$ cat src/rtl/router_reg_block.sv
// router_reg_block
//   Datapath register stage between the router control FSM and the output
//   FIFOs. Latches the packet header, steers header/payload/parity bytes onto
//   the FIFO write bus under FSM state strobes, parks the byte that arrives
//   while the FIFO is full, and tracks byte-wise XOR parity.
//
// Ports
//   clock            in   system clock, rising edge
//   resetn           in   synchronous active-low reset
//   pkt_valid        in   source byte valid (low on the parity byte)
//   data_in          in   source byte: header, payload..., parity
//   fifo_full        in   selected destination FIFO full
//   detect_add       in   FSM in decode_address
//   lfd_state        in   FSM in load_first_data
//   ld_state         in   FSM in load_data
//   laf_state        in   FSM in load_after_full
//   full_state       in   FSM in fifo_full_state
//   rst_int_reg      in   FSM in check_parity_error
//   dout             out  byte to FIFO write port (one cycle after strobe)
//   parity_done      out  parity byte consumed for current packet
//   low_packet_valid out  pkt_valid fell while in load_data
//   err              out  parity mismatch for the last packet
module router_reg_block #(
    parameter int WIDTH = 8
) (
    input  logic             clock,
    input  logic             resetn,
    input  logic             pkt_valid,
    input  logic [WIDTH-1:0] data_in,
    input  logic             fifo_full,
    input  logic             detect_add,
    input  logic             lfd_state,
    input  logic             ld_state,
    input  logic             laf_state,
    input  logic             full_state,
    input  logic             rst_int_reg,
    output logic [WIDTH-1:0] dout,
    output logic             parity_done,
    output logic             low_packet_valid,
    output logic             err
);

    logic [WIDTH-1:0] header_byte;
    logic [WIDTH-1:0] hold_byte;
    logic [WIDTH-1:0] internal_parity;
    logic [WIDTH-1:0] packet_parity;

    // full_state only marks the stall; dout simply holds through it.
    logic unused_full_state;
    assign unused_full_state = full_state;

    // Address 2'b11 is not a valid destination, so such a header is ignored.
    always_ff @(posedge clock) begin
        if (!resetn)
            header_byte <= '0;
        else if (detect_add && pkt_valid && data_in[1:0] != 2'b11)
            header_byte <= data_in;
    end

    // Write-bus steering. A byte that arrives while the FIFO is full is parked
    // in hold_byte and replayed in load_after_full.
    always_ff @(posedge clock) begin
        if (!resetn) begin
            dout      <= '0;
            hold_byte <= '0;
        end else if (lfd_state) begin
            dout <= header_byte;
        end else if (ld_state && !fifo_full) begin
            dout <= data_in;
        end else if (ld_state && fifo_full) begin
            hold_byte <= data_in;
        end else if (laf_state) begin
            dout <= hold_byte;
        end
    end

    // Running parity includes stalled bytes too: they belong to the packet
    // even though they reach the FIFO later via hold_byte.
    always_ff @(posedge clock) begin
        if (!resetn)
            internal_parity <= '0;
        else if (detect_add)
            internal_parity <= '0;
        else if (lfd_state)
            internal_parity <= internal_parity ^ header_byte;
        else if (ld_state && pkt_valid)
            internal_parity <= internal_parity ^ data_in;
    end

    // The byte seen in load_data with pkt_valid low is the parity byte.
    always_ff @(posedge clock) begin
        if (!resetn) begin
            packet_parity    <= '0;
            low_packet_valid <= 1'b0;
        end else if (ld_state && !pkt_valid) begin
            packet_parity    <= data_in;
            low_packet_valid <= 1'b1;
        end else if (rst_int_reg) begin
            low_packet_valid <= 1'b0;
        end
    end

    // Parity byte is consumed either directly, or on replay after a stall
    // (low_packet_valid tells a stalled parity byte from a stalled payload).
    always_ff @(posedge clock) begin
        if (!resetn)
            parity_done <= 1'b0;
        else if ((ld_state && !fifo_full && !pkt_valid) ||
                 (laf_state && low_packet_valid && !parity_done))
            parity_done <= 1'b1;
        else if (detect_add)
            parity_done <= 1'b0;
    end

    // err is sticky past packet end so the host can sample it late.
    always_ff @(posedge clock) begin
        if (!resetn)
            err <= 1'b0;
        else if (rst_int_reg)
            err <= (internal_parity != packet_parity);
        else if (detect_add && pkt_valid)
            err <= 1'b0;
    end

endmodule

$ cat config.mk
export PLATFORM = sky130hd
export DESIGN_NAME = router_reg_block
export DESIGN_NICKNAME = d
export VERILOG_FILES = /design/src/rtl/router_reg_block.sv
export SDC_FILE = /design/constraint.sdc
export NUM_CORES = 1
export LEC_CHECK = 0
export ABC_AREA = 1
export BUFFER_PORTS_ARGS = -buffer_cell sky130_fd_sc_hd__buf_2
export CAP_MARGIN = 20
export CELL_PAD_IN_SITES_DETAIL_PLACEMENT = 1
export CELL_PAD_IN_SITES_GLOBAL_PLACEMENT = 2
export CORE_ASPECT_RATIO = 1.4
export CORE_UTILIZATION = 28
export CTS_CLUSTER_DIAMETER = 60
export DETAILED_ROUTE_END_ITERATION = 10
export GPL_TIMING_DRIVEN = 0
export PLACE_DENSITY = 0.75
export SYNTH_ARGS = -nofsm -noshare
export SYNTH_HDL_FRONTEND = slang
export SYNTH_SLANG_ARGS = --single-unit
$ cat constraint.sdc
create_clock -name clock -period 0.95 [get_ports clock]
set_input_delay 0.19 -clock clock [delete_from_list [all_inputs] [get_ports clock]]
set_output_delay 0.19 -clock clock [all_outputs]
set_load 0.03 [all_outputs]
==> results of run 1 <==
logic make-up after synthesis:
group	Yosys count	share of synthesized area (%)
simple gates	125	26.3
xor+xnor	3	1.30
compound gates	67	17.1
buf+inv	56	12.8
flops	43	42.4
area by class of cell:
| class | count | area [um2] | share of cell area [%] |
|---|---|---|---|
| multi-input cells | 195 | 952 | 37.3 |
| flip-flops and latches | 43 | 892 | 34.9 |
| repair buffers | 28 | 214 | 8.38 |
| inverters | 47 | 186 | 7.30 |
| well taps | 95 | 119 | 4.65 |
| clock buffers | 6 | 82.6 | 3.23 |
| plain buffers | 9 | 72.6 | 2.84 |
| clock inverters | 2 | 35.0 | 1.37 |
sequential cells by signal, indices dropped and copies added, names as in the netlist:
signal	count
dout	8
header_byte	8
hold_byte	8
internal_parity	8
packet_parity	8
err	1
low_packet_valid	1
parity_done	1
stage by stage:
step                      setup TNS (ps)  utilization, %  hold slack, ps
final                              -61.6            36.6             169
after global routing                -458            36.6             172
after CTS                           -218            35.7             169
after detailed placement           -8020            32.6             438
after global placement             -7440            32.6             433
after floorplan                    -5.50               -             328
report_power, final:
part	switching (mW)	internal (mW)	total, mW
Clock	0.680	0.852	1.53
Combinational	0.454	0.281	0.736
Sequential	0.0663	1.92	1.99
Total	1.20	3.06	4.26
synthesized netlist by cell type:
master / number
sky130_fd_sc_hd__a211oi_1: 2
sky130_fd_sc_hd__a21oi_1: 33
sky130_fd_sc_hd__buf_4: 2
sky130_fd_sc_hd__buf_6: 4
sky130_fd_sc_hd__clkbuf_1: 2
sky130_fd_sc_hd__clkbuf_2: 1
sky130_fd_sc_hd__clkinv_4: 1
sky130_fd_sc_hd__dfxtp_1: 43
sky130_fd_sc_hd__inv_1: 41
sky130_fd_sc_hd__inv_2: 3
sky130_fd_sc_hd__inv_4: 2
sky130_fd_sc_hd__nand2_1: 62
sky130_fd_sc_hd__nand2_2: 1
sky130_fd_sc_hd__nand2_4: 1
sky130_fd_sc_hd__nand3_1: 27
sky130_fd_sc_hd__nand3_4: 1
sky130_fd_sc_hd__nor2_1: 32
sky130_fd_sc_hd__nor2_4: 1
sky130_fd_sc_hd__o21ai_0: 26
sky130_fd_sc_hd__o21ai_1: 4
sky130_fd_sc_hd__o21ai_2: 1
sky130_fd_sc_hd__o221ai_1: 1
sky130_fd_sc_hd__xnor2_1: 3
per-layer routing:
layer / part of all wire (%) / up-vias
li1: - / 1000
met1: 46 / 872
met2: 50 / 28
met3: 2.2 / 8
met4: 2.1 / 0
met5: 0 / -
final timing paths:
| check | slack (ps) | to | start | depth (start not counted) |
|---|---|---|---|---|
| max | -20 | low_packet_valid | low_packet_valid$_SDFFE_PN0P_ | 1 |
| min | 170 | low_packet_valid$_SDFFE_PN0P_ | rst_int_reg | 4 |
| max reg2reg | 40 | err$_SDFFE_PN0P_ | internal_parity[6]$_SDFFE_PP0P_ | 7 |
| min reg2reg | 450 | header_byte[6]$_SDFFE_PN0P_ | header_byte[6]$_SDFFE_PN0P_ | 2 |
what timing repair did:
item	in CTS	in global routing
pin swaps	3	4
setup buffers	0	2
resized for setup	47	14
cloned	0	0
endpoints found under the setup margin	20	14
==> reports/results.tsv, run 1 <==
stage	metric	value	unit
pwr	maximum resistive drop on vdd	0.678	mV
sta	total setup violations reported at the end of the flow	10	
logic_synthesis	count of distinct cell types in the synthesized netlist	23	
routing	total length of routed wires	6.02	mm
final_layout	final-layout fill cell count	888	
global_routing	met1 Use GR	21.1	%
pwr	Leakage Power	1.16	nW
global_routing	vias in the first global route	1949	
placed_design	Placement Cell Area	2280	um2
logic_synthesis	register area share after synthesis	42.4	%
routing	length of the first detailed-routing pass in iterations	4	
logic_synthesis	total of flip-flops plus latches after synthesis	43	
routing	count of unresolved DRC violations after routing	0	
clock_tree	total clock sinks	43	
sta	Final Hold Violating Endpoints	0	
logic_synthesis	cell taking the most area after synthesis	sky130_fd_sc_hd__dfxtp_1	
final_layout	final non-filler cell area	2550	um2
worst_setup_path	launching element type of the critical path	flip-flop	
clock_tree	number of buffers created by CTS	5	
logic_synthesis	net count after synthesis	312	
pwr	post-layout total power	4.26	mW
sta	skew final	4.15	ps
sta	Final period util	102	%
global_routing	number of antenna violations at the first check in global routing	0	
worst_setup_path	maximum cell stage delay along the critical path	350	ps
logic_synthesis	number of instances in the synthesized netlist	294	
logic_synthesis	Syn Area/Cell	6.90	um2
pwr	Pwr Density	1670	nW/um2
routing	antenna-violating nets left	0	
global_routing	maximum number of pins on one net before global-route repair	14	
floorplanning	Initial Utilization	29.1	%
sta	shortest period the worst path allows	970	ps
worst_setup_path	Buf+Inv Stages, Crit Path	1	
floorplanning	die boundary width	73.9	um
run_status	outcome	complete, but fails checks	
logic_synthesis	YS warnings	0	
logic_synthesis	area share of the largest cell type after synthesis	42.4	%
clock_tree	cts hold-fix bufs	0	
global_routing	fraction of met2 tracks used by global routing	30.3	%
floorplanning	die boundary height	103	um
global_routing	GR peak layer	met2	
worst_setup_path	category of cells accounting for the largest share of critical-path delay	flip-flops	
placed_design	total of buffers placed on input and output ports	26	
final_layout	number of standard cells in the layout, taps in and fillers out	425	
final_layout	area added between synthesis and finish	25.9	%
floorplanning	Rows	36	
logic_synthesis	largest cells by area after synthesis	sky130_fd_sc_hd__dfxtp_1 42%, sky130_fd_sc_hd__nand2_1 11%, sky130_fd_sc_hd__a21oi_1 8.1%	
clock_tree	maximum level of the CTS H-tree	2	
final_layout	ratio of cells with drive above 1 in the final layout	27.9	%
worst_setup_path	largest fanout on the critical path	3	
final_layout	leading cell type in the layout, fill and taps excluded	sky130_fd_sc_hd__nand2_1	
routing	vias per std cell	4.49	
routing	DRT iter0 DRCs	80	
final_layout	top library cells by usage in the layout, fill and taps aside	62 x sky130_fd_sc_hd__nand2_1, 35 x sky130_fd_sc_hd__inv_1, 33 x sky130_fd_sc_hd__a21oi_1	
placed_design	Routability Congestion	0.720	
worst_setup_path	cell with the largest stage delay on the worst path	sky130_fd_sc_hd__dfxtp_2	
routing	drt wl/cell	14.2	um
clock_tree	Clock Pin Slew Worst Setup and Hold Paths	90	ps
clock_tree	library cell used as clock root buffer	sky130_fd_sc_hd__clkbuf_8	
sta	RSZ-0062 raised after global routing	true	
worst_setup_path	kind of capture point of the worst setup path	output pin	
floorplanning	total I/O pin count	29	
logic_synthesis	Syn Std Cell Area	2030	um2
final_layout	antenna diode count	0	
worst_setup_path	Critical Path, Cell by Cell	buf_6	
sta	count of pins over their slew limit	0	
routing	routed vias	1908	
min_path	path type of the worst min-delay path	in -> reg	
clock_tree	number of buffers on the longest clock path	2	
clock_tree	clock latency on the worst-skew pair	300	ps
global_routing	grt total ovfl	0	
sta	headroom to the max-slew limit	66.4	%
global_routing	global-route wire length before repair	9.69	mm
sta	timing-limited maximum frequency	1.03	GHz
sta	Slew @ Worst Pin	503	ps
final_layout	final net count	347	
placed_design	estimated wirelength of the detail-placed design	4.50	mm
floorplanning	Placeable Area	6980	um2
floorplanning	Die Footprint	7590	um2
sta	least setup slack across all paths after layout	-20.2	ps
worst_setup_path	data required time of the critical path	760	ps
global_routing	total global routing track utilization	17.4	%
clock_tree	clock tree from TritonCTS	yes	
flow_run	max_cap viols	0	
worst_setup_path	Crit Path Class	reg -> out	
global_routing	M3 GR Usage	2.93	%
placed_design	worst slack at placement	-415	ps
worst_setup_path	arrival time reported for the critical path endpoint	780	ps
run_status	violations in the final reports	negative setup slack	
placed_design	Inst Count DP	415	
Note: power is estimated with default switching activity, not from simulation.
==> run 2: changes to the inputs <==
ABC_AREA = default   (was 1)
ABC_CLOCK_PERIOD_IN_PS = 950   (was default)
CORE_MARGIN = 3   (was default)
CORE_UTILIZATION = 31   (was 28)
==> reports/results.tsv, run 2 <==
stage	metric	value	unit	change
floorplanning	Placeable Area	6610	um2	-5.3%
routing	count of unresolved DRC violations after routing	0		unchanged
routing	length of the first detailed-routing pass in iterations	4		unchanged
logic_synthesis	register area share after synthesis	40.7	%	-1.7 points
logic_synthesis	count of flip-flops with a built-in enable after synthesis	0		unchanged
run_status	violations in the final reports	negative setup slack		
clock_tree	clock tree from TritonCTS	yes		
sta	timing-limited maximum frequency	0.910	GHz	-12%
global_routing	grt total ovfl	0		unchanged
routing	antenna-violating nets left	0		unchanged
final_layout	top library cells by usage in the layout, fill and taps aside	30 x sky130_fd_sc_hd__dfxtp_1, 25 x sky130_fd_sc_hd__nand2_1, 23 x sky130_fd_sc_hd__a21boi_0		
logic_synthesis	fraction of synthesis flops using an asynchronous set or reset pin	0	%	unchanged
global_routing	vias in the first global route	1863		-4.4%
worst_setup_path	Crit Path Class	reg -> reg		
floorplanning	total I/O pin count	29		unchanged
logic_synthesis	most instantiated cells after synthesis	43 x sky130_fd_sc_hd__dfxtp_1, 26 x sky130_fd_sc_hd__nand2_1, 23 x sky130_fd_sc_hd__a21boi_0		
routing	DRT iter0 DRCs	51		-36%
sta	RSZ-0062 raised after global routing	true		
floorplanning	Rows	35		-2.8%
worst_setup_path	path depth of the worst reg2reg path	3		-4
worst_setup_path	launching element type of the critical path	flip-flop		
placed_design	total of buffers placed on input and output ports	27		+3.8%
logic_synthesis	net count after synthesis	253		-19%
min_path	worst hold path cell count	2		-2
worst_setup_path	kind of capture point of the worst setup path	flip-flop		
pwr	Leakage Power	1.09	nW	-5.8%
clock_tree	number of buffers created by CTS	5		unchanged
worst_setup_path	largest fanout on the critical path	2		-1
worst_setup_path	arrival time reported for the critical path endpoint	1270	ps	+490 ps
final_layout	leading cell type in the layout, fill and taps excluded	sky130_fd_sc_hd__dfxtp_1		
clock_tree	cts hold-fix bufs	0		unchanged
logic_synthesis	predominant post-synthesis flop cell	sky130_fd_sc_hd__dfxtp_1		
logic_synthesis	YS warnings	0		unchanged
worst_setup_path	critical register-to-register path endpoint	err$_SDFFE_PN0P_		
global_routing	number of antenna violations at the first check in global routing	0		unchanged
final_layout	final non-filler cell area	2760	um2	+8.1%
pwr	maximum resistive drop on vdd	0.639	mV	-5.8%
pwr	post-layout total power	3.84	mW	-9.9%
sta	skew final	9.70	ps	+5.55 ps
placed_design	estimated wirelength of the detail-placed design	4.31	mm	-4.2%
floorplanning	die boundary width	75.8	um	+2.5%
pwr	Pwr Density	1390	nW/um2	-17%
global_routing	total global routing track utilization	15.7	%	-1.7 points
sta	headroom to the max-slew limit	69.1	%	+2.6 points
global_routing	global-route wire length before repair	9.52	mm	-1.8%
placed_design	Routability Congestion	0.686		-4.7%
worst_setup_path	worst setup path startpoint	packet_parity[1]$_SDFFE_PN0P_		
logic_synthesis	total of flip-flops plus latches after synthesis	43		unchanged
routing	routed vias	1778		-6.8%
logic_synthesis	largest cells by area after synthesis	sky130_fd_sc_hd__dfxtp_1 41%, sky130_fd_sc_hd__a21boi_0 8.2%, sky130_fd_sc_hd__and3b_1 6.2%		
min_path	path type of the worst min-delay path	in -> reg		
final_layout	ratio of cells with drive above 1 in the final layout	33.5	%	+5.6 points
logic_synthesis	cell taking the most area after synthesis	sky130_fd_sc_hd__dfxtp_1		
routing	total length of routed wires	5.73	mm	-4.8%
clock_tree	total clock sinks	43		unchanged
floorplanning	die boundary height	104	um	+0.96%
sta	TNS Setup	-211	ps	-149 ps
sta	Final Hold Violating Endpoints	0		unchanged
sta	shortest period the worst path allows	1100	ps	+128 ps
logic_synthesis	area share of the largest cell type after synthesis	40.7	%	-1.7 points
sta	least setup slack across all paths after layout	-149	ps	-128 ps
sta	Final period util	116	%	+14 points
clock_tree	Clock Pin Slew Worst Setup and Hold Paths	90	ps	about the same
placed_design	Placement Cell Area	2380	um2	+4.3%
logic_synthesis	most repeated cell in the gate-level netlist after synthesis	sky130_fd_sc_hd__dfxtp_1		
logic_synthesis	Syn Std Cell Area	2110	um2	+4.2%
logic_synthesis	Syn Area/Cell	8.99	um2	+30%
run_status	outcome	complete, but fails checks		
clock_tree	library cell used as clock root buffer	sky130_fd_sc_hd__clkbuf_8		
floorplanning	Die Footprint	7860	um2	+3.5%
sta	Slew @ Worst Pin	464	ps	-39.1 ps
clock_tree	clock latency on the worst-skew pair	290	ps	about the same
logic_synthesis	number of instances in the synthesized netlist	235		-20%
clock_tree	number of buffers on the longest clock path	2		unchanged
sta	count of pins over their slew limit	0		unchanged
final_layout	antenna diode count	0		unchanged
global_routing	maximum number of pins on one net before global-route repair	13		-1
sta	total setup violations reported at the end of the flow	13		+3
worst_setup_path	Critical R2R Launch	packet_parity[1]$_SDFFE_PN0P_		
worst_setup_path	setup slack of the most critical reg-to-reg path	-150	ps	-190 ps
logic_synthesis	count of distinct cell types in the synthesized netlist	33		+43%
worst_setup_path	data required time of the critical path	1120	ps	+360 ps
final_layout	final-layout fill cell count	764		-14%
routing	drt wl/cell	15.6	um	+10%
final_layout	area added between synthesis and finish	30.7	%	
routing	vias per std cell	4.84		+7.9%
flow_run	max_cap viols	0		unchanged
floorplanning	Initial Utilization	32.0	%	+2.9 points
worst_setup_path	Critical Path End	err$_SDFFE_PN0P_		
clock_tree	maximum level of the CTS H-tree	2		unchanged
final_layout	final net count	292		-16%
## run 2: power by group
| group | internal, mW | switching (mW) |
|---|---|---|
| Clock | 0.518 | 0.640 |
| Combinational | 0.340 | 0.396 |
| Sequential | 1.89 | 0.0552 |
| Total | 2.75 | 1.09 |
## run 2: cells by family (layout without fill, tap and decap cells)
group	after synthesis	in the layout	share of synthesized area (%)
xor+xnor	8	8	3.32
mux	8	8	3.79
buf+inv	26	66	5.39
flops	43	43	40.7
simple gates	96	96	27.6
compound gates	54	54	19.1
## run 2: critical path: stages (launching register included)
cell                      delay, ps
sky130_fd_sc_hd__dfxtp_2        340
sky130_fd_sc_hd__xor2_2         180
sky130_fd_sc_hd__nor4_4         300
sky130_fd_sc_hd__a41oi_1        140
## run 2: metal layers
layer	vias up	wire length, um	GRT usage, %
met3	4	74	2.72
met1	852	2490	18.9
met2	17	3100	27.5
met5	-	0	0
met4	0	59	4.50
li1	905	-	-
## run 2: timing repair
| action | in CTS | in global routing |
|---|---|---|
| pin swaps | 12 | 2 |
| buffers inserted | 6 | 1 |
| resized for setup | 59 | 12 |
| setup endpoints to repair | 46 | 34 |
| cloned | 0 | 0 |
## run 2: layout make-up
cell class                 instances  area (um2)  area share [%]
inverter                           9        33.8            1.22
clock buffer                       7        76.3            2.76
clock inverter                     1        5.00           0.181
timing repair buffer              34         279            10.1
multi-input combinational        166        1280            46.4
buffer                            15        92.6            3.35
tap                               92         115            4.17
sequential                        43         877            31.8
## run 2: worst min-delay path by stage
stage,startpoint,end,slack [ps]
after floorplan,rst_int_reg,err$_SDFFE_PN0P_,330
after CTS,rst_int_reg,err$_SDFFE_PN0P_,100
after detailed placement,dout[1]$_SDFFE_PN0P_,dout[1]$_SDFFE_PN0P_,440
after global routing,rst_int_reg,err$_SDFFE_PN0P_,130
final,rst_int_reg,err$_SDFFE_PN0P_,130
after global placement,dout[2]$_SDFFE_PN0P_,dout[2]$_SDFFE_PN0P_,440
## run 2: per-stage QoR
step / instances / utilization, % / hold slack (ps) / setup slack [ps]
detailed placement: 354 / 35.9 / 442 / -472
global placement: 354 / 35.9 / 440 / -476
global route: 367 / 41.8 / 131 / -219
CTS: 366 / 40.9 / 103 / -202
finish: 367 / 41.8 / 134 / -149
floorplan: 235 / - / 327 / -176
==> run 3: changes to the inputs <==
--- a/config.mk
+++ b/config.mk
@@ -6,4 +6,5 @@
 export NUM_CORES = 1
 export LEC_CHECK = 0
+export ABC_AREA = 1
 export ABC_CLOCK_PERIOD_IN_PS = 950
 export BUFFER_PORTS_ARGS = -buffer_cell sky130_fd_sc_hd__buf_2
@@ -13,8 +14,7 @@
 export CORE_ASPECT_RATIO = 1.4
 export CORE_MARGIN = 3
-export CORE_UTILIZATION = 31
+export CORE_UTILIZATION = 28
 export CTS_CLUSTER_DIAMETER = 60
 export DETAILED_ROUTE_END_ITERATION = 10
-export GPL_TIMING_DRIVEN = 0
 export PLACE_DENSITY = 0.75
 export SYNTH_ARGS = -nofsm -noshare
==> constraint.sdc (replaced) <==
create_clock -name clock -period 0.95 [get_ports clock]
set_input_delay 0.0475 -clock clock [delete_from_list [all_inputs] [get_ports clock]]
set_output_delay 0.0475 -clock clock [all_outputs]
set_load 0.03 [all_outputs]
==> reports/results.tsv, run 3 (synthesis gave the netlist of run 1 again) <==
stage	metric	value	unit	change
run_status	outcome	complete, but fails checks		
run_status	violations in the final reports	negative setup slack		
clock_tree	post-CTS setup buffer count	0		-6
pwr	Leakage Power	1.21	nW	+11%
routing	antenna-violating nets left	0		unchanged
worst_setup_path	largest fanout on the critical path	2		unchanged
global_routing	number of antenna violations at the first check in global routing	0		unchanged
global_routing	met1 Use GR	18.1	%	-0.86 points
final_layout	final core utilization	36.8	%	-4.9 points
sta	RSZ-0062 raised after global routing	true		
sta	Final Hold Violating Endpoints	0		unchanged
sta	skew final	4.26	ps	-5.43 ps
worst_setup_path	worst setup path startpoint	internal_parity[7]$_SDFFE_PP0P_		
clock_tree	number of buffers on the longest clock path	2		unchanged
sta	total setup violations reported at the end of the flow	1		-12
pwr	maximum resistive drop on vdd	0.730	mV	+14%
final_layout	final net count	361		+24%
worst_setup_path	arrival time reported for the critical path endpoint	1150	ps	-120 ps
clock_tree	clock tree from TritonCTS	yes		
sta	Slew @ Worst Pin	487	ps	+22.7 ps
global_routing	maximum number of pins on one net before global-route repair	18		+5
routing	DRT iter0 DRCs	34		-33%
routing	count of unresolved DRC violations after routing	0		unchanged
floorplanning	die boundary height	107	um	+2.9%
final_layout	top library cells by usage in the layout, fill and taps aside	62 x sky130_fd_sc_hd__nand2_1, 39 x sky130_fd_sc_hd__inv_1, 34 x sky130_fd_sc_hd__dfxtp_1		
routing	routed vias	1973		+11%
sta	Final period util	100	%	-15 points
worst_setup_path	data required time of the critical path	1140	ps	+20 ps
clock_tree	maximum level of the CTS H-tree	2		unchanged
flow_run	max_cap viols	0		unchanged
floorplanning	Placeable Area	6980	um2	+5.6%
worst_setup_path	Critical R2R Launch	internal_parity[7]$_SDFFE_PP0P_		
pwr	Pwr Density	1640	nW/um2	+18%
global_routing	grt total ovfl	0		unchanged
floorplanning	Die Footprint	8320	um2	+5.8%
routing	drt wl/cell	13.5	um	-13%
final_layout	ratio of cells with drive above 1 in the final layout	24.4	%	-9.0 points
floorplanning	Rows	36		+2.9%
final_layout	antenna diode count	0		unchanged
global_routing	M3 GR Usage	2.69	%	-0.029 points
worst_setup_path	kind of capture point of the worst setup path	flip-flop		
final_layout	area added between synthesis and finish	26.8	%	
min_path	origin of the worst min-delay path	resetn		
floorplanning	total I/O pin count	29		unchanged
worst_setup_path	Crit Path Class	reg -> reg		
routing	vias per std cell	4.49		-7.2%
clock_tree	total clock sinks	43		unchanged
placed_design	total of buffers placed on input and output ports	27		unchanged
min_path	path type of the worst min-delay path	in -> reg		
global_routing	total global routing track utilization	15.3	%	-0.41 points
clock_tree	cts hold-fix bufs	0		unchanged
clock_tree	number of buffers created by CTS	5		unchanged
clock_tree	Clock Pin Slew Worst Setup and Hold Paths	80	ps	about the same
routing	length of the first detailed-routing pass in iterations	4		unchanged
global_routing	GR peak layer	met2		
floorplanning	Initial Utilization	29.1	%	-2.9 points
clock_tree	library cell used as clock root buffer	sky130_fd_sc_hd__clkbuf_8		
global_routing	global-route wire length before repair	10.0	mm	+5.1%
sta	headroom to the max-slew limit	67.5	%	-1.5 points
sta	timing-limited maximum frequency	1.05	GHz	+15%
routing	total length of routed wires	5.94	mm	+3.7%
clock_tree	clock latency on the worst-skew pair	300	ps	about the same
sta	shortest period the worst path allows	952	ps	-147 ps
sta	TNS Setup	-1.67	ps	+209 ps
final_layout	leading cell type in the layout, fill and taps excluded	sky130_fd_sc_hd__nand2_1		
placed_design	estimated wirelength of the detail-placed design	4.58	mm	+6.3%
global_routing	fraction of met2 tracks used by global routing	28.2	%	+0.74 points
global_routing	vias in the first global route	2003		+7.5%
floorplanning	die boundary width	77.9	um	+2.8%
sta	count of pins over their slew limit	0		unchanged
placed_design	Routability Congestion	0.736		+7.3%
worst_setup_path	launching element type of the critical path	flip-flop		
sta	least setup slack across all paths after layout	-1.67	ps	+147 ps
[run 3: changes by cell type in the layout (fill, tap and decap cells not counted), sizes merged, moves of 19 or more]
cell and change:
nand3 +21, nor2b -19, o21ai +24, a21boi -23
a21oi +30, nor2 +30, nand2 +38, inv +37
[run 3: metal layers]
layer | vias to the layer above | wire (um)
met3 | 5 | 177
met5 | - | 0
met4 | 0 | 71
met1 | 915 | 2740
met2 | 25 | 2960
li1 | 1028 | -
[run 3: timing repair]
action                                  4_1_cts  5_1_grt
endpoints found under the setup margin        1        3
gates cloned                                  0        0
gates resized for setup                       9        6
pin swaps                                     1        3
[run 3: critical path, cell delays in order, from the launching register on]
cell                      delay (ps)
sky130_fd_sc_hd__dfxtp_2         340
sky130_fd_sc_hd__inv_2            40
sky130_fd_sc_hd__nand2_1          50
sky130_fd_sc_hd__nand2_1          60
sky130_fd_sc_hd__nor2_1          100
sky130_fd_sc_hd__nand3_1         100
sky130_fd_sc_hd__nor2_2          120
sky130_fd_sc_hd__nor2_1           50
[run 3: report_power, final]
part	internal (mW)	switching [mW]
sequential	1.91	0.0515
combinational	0.273	0.459
clock	0.852	0.661
total	3.04	1.17
[run 3: area by class of cell]
cell class / count / area, um2
Tap cell: 95 / 119
Inverter: 47 / 186
Timing Repair Buffer: 51 / 355
Multi-Input combinational cell: 195 / 921
Sequential cell: 43 / 872
Clock buffer: 6 / 82.6
Clock inverter: 2 / 35.0
Fill cell: 902 / 4410
[run 3: worst paths after layout]
kind                                                       to  slack (ps)  cells past startpoint
worst min register to register    header_byte[7]$_SDFFE_PN0P_         450                      2
worst max register to register               err$_SDFFE_PN0P_          -2                      7
worst min-delay path            packet_parity[1]$_SDFFE_PN0P_          30                      3
worst max-delay path                         err$_SDFFE_PN0P_          -2                      7
[run 3: metrics by stage]
step	total power, mW	instances	instance area, um2	setup slack (ps)	hold slack (ps)
2_1_floorplan	2.44	294	2030	13.6	186
4_1_cts	4.28	439	2560	-40.5	17.5
6_report	4.21	439	2570	-1.67	25.4
5_1_grt	4.42	439	2570	-92.9	43.3
3_3_place_gp	2.72	431	2430	-62.9	334
3_5_place_dp	2.74	431	2430	-72.8	352
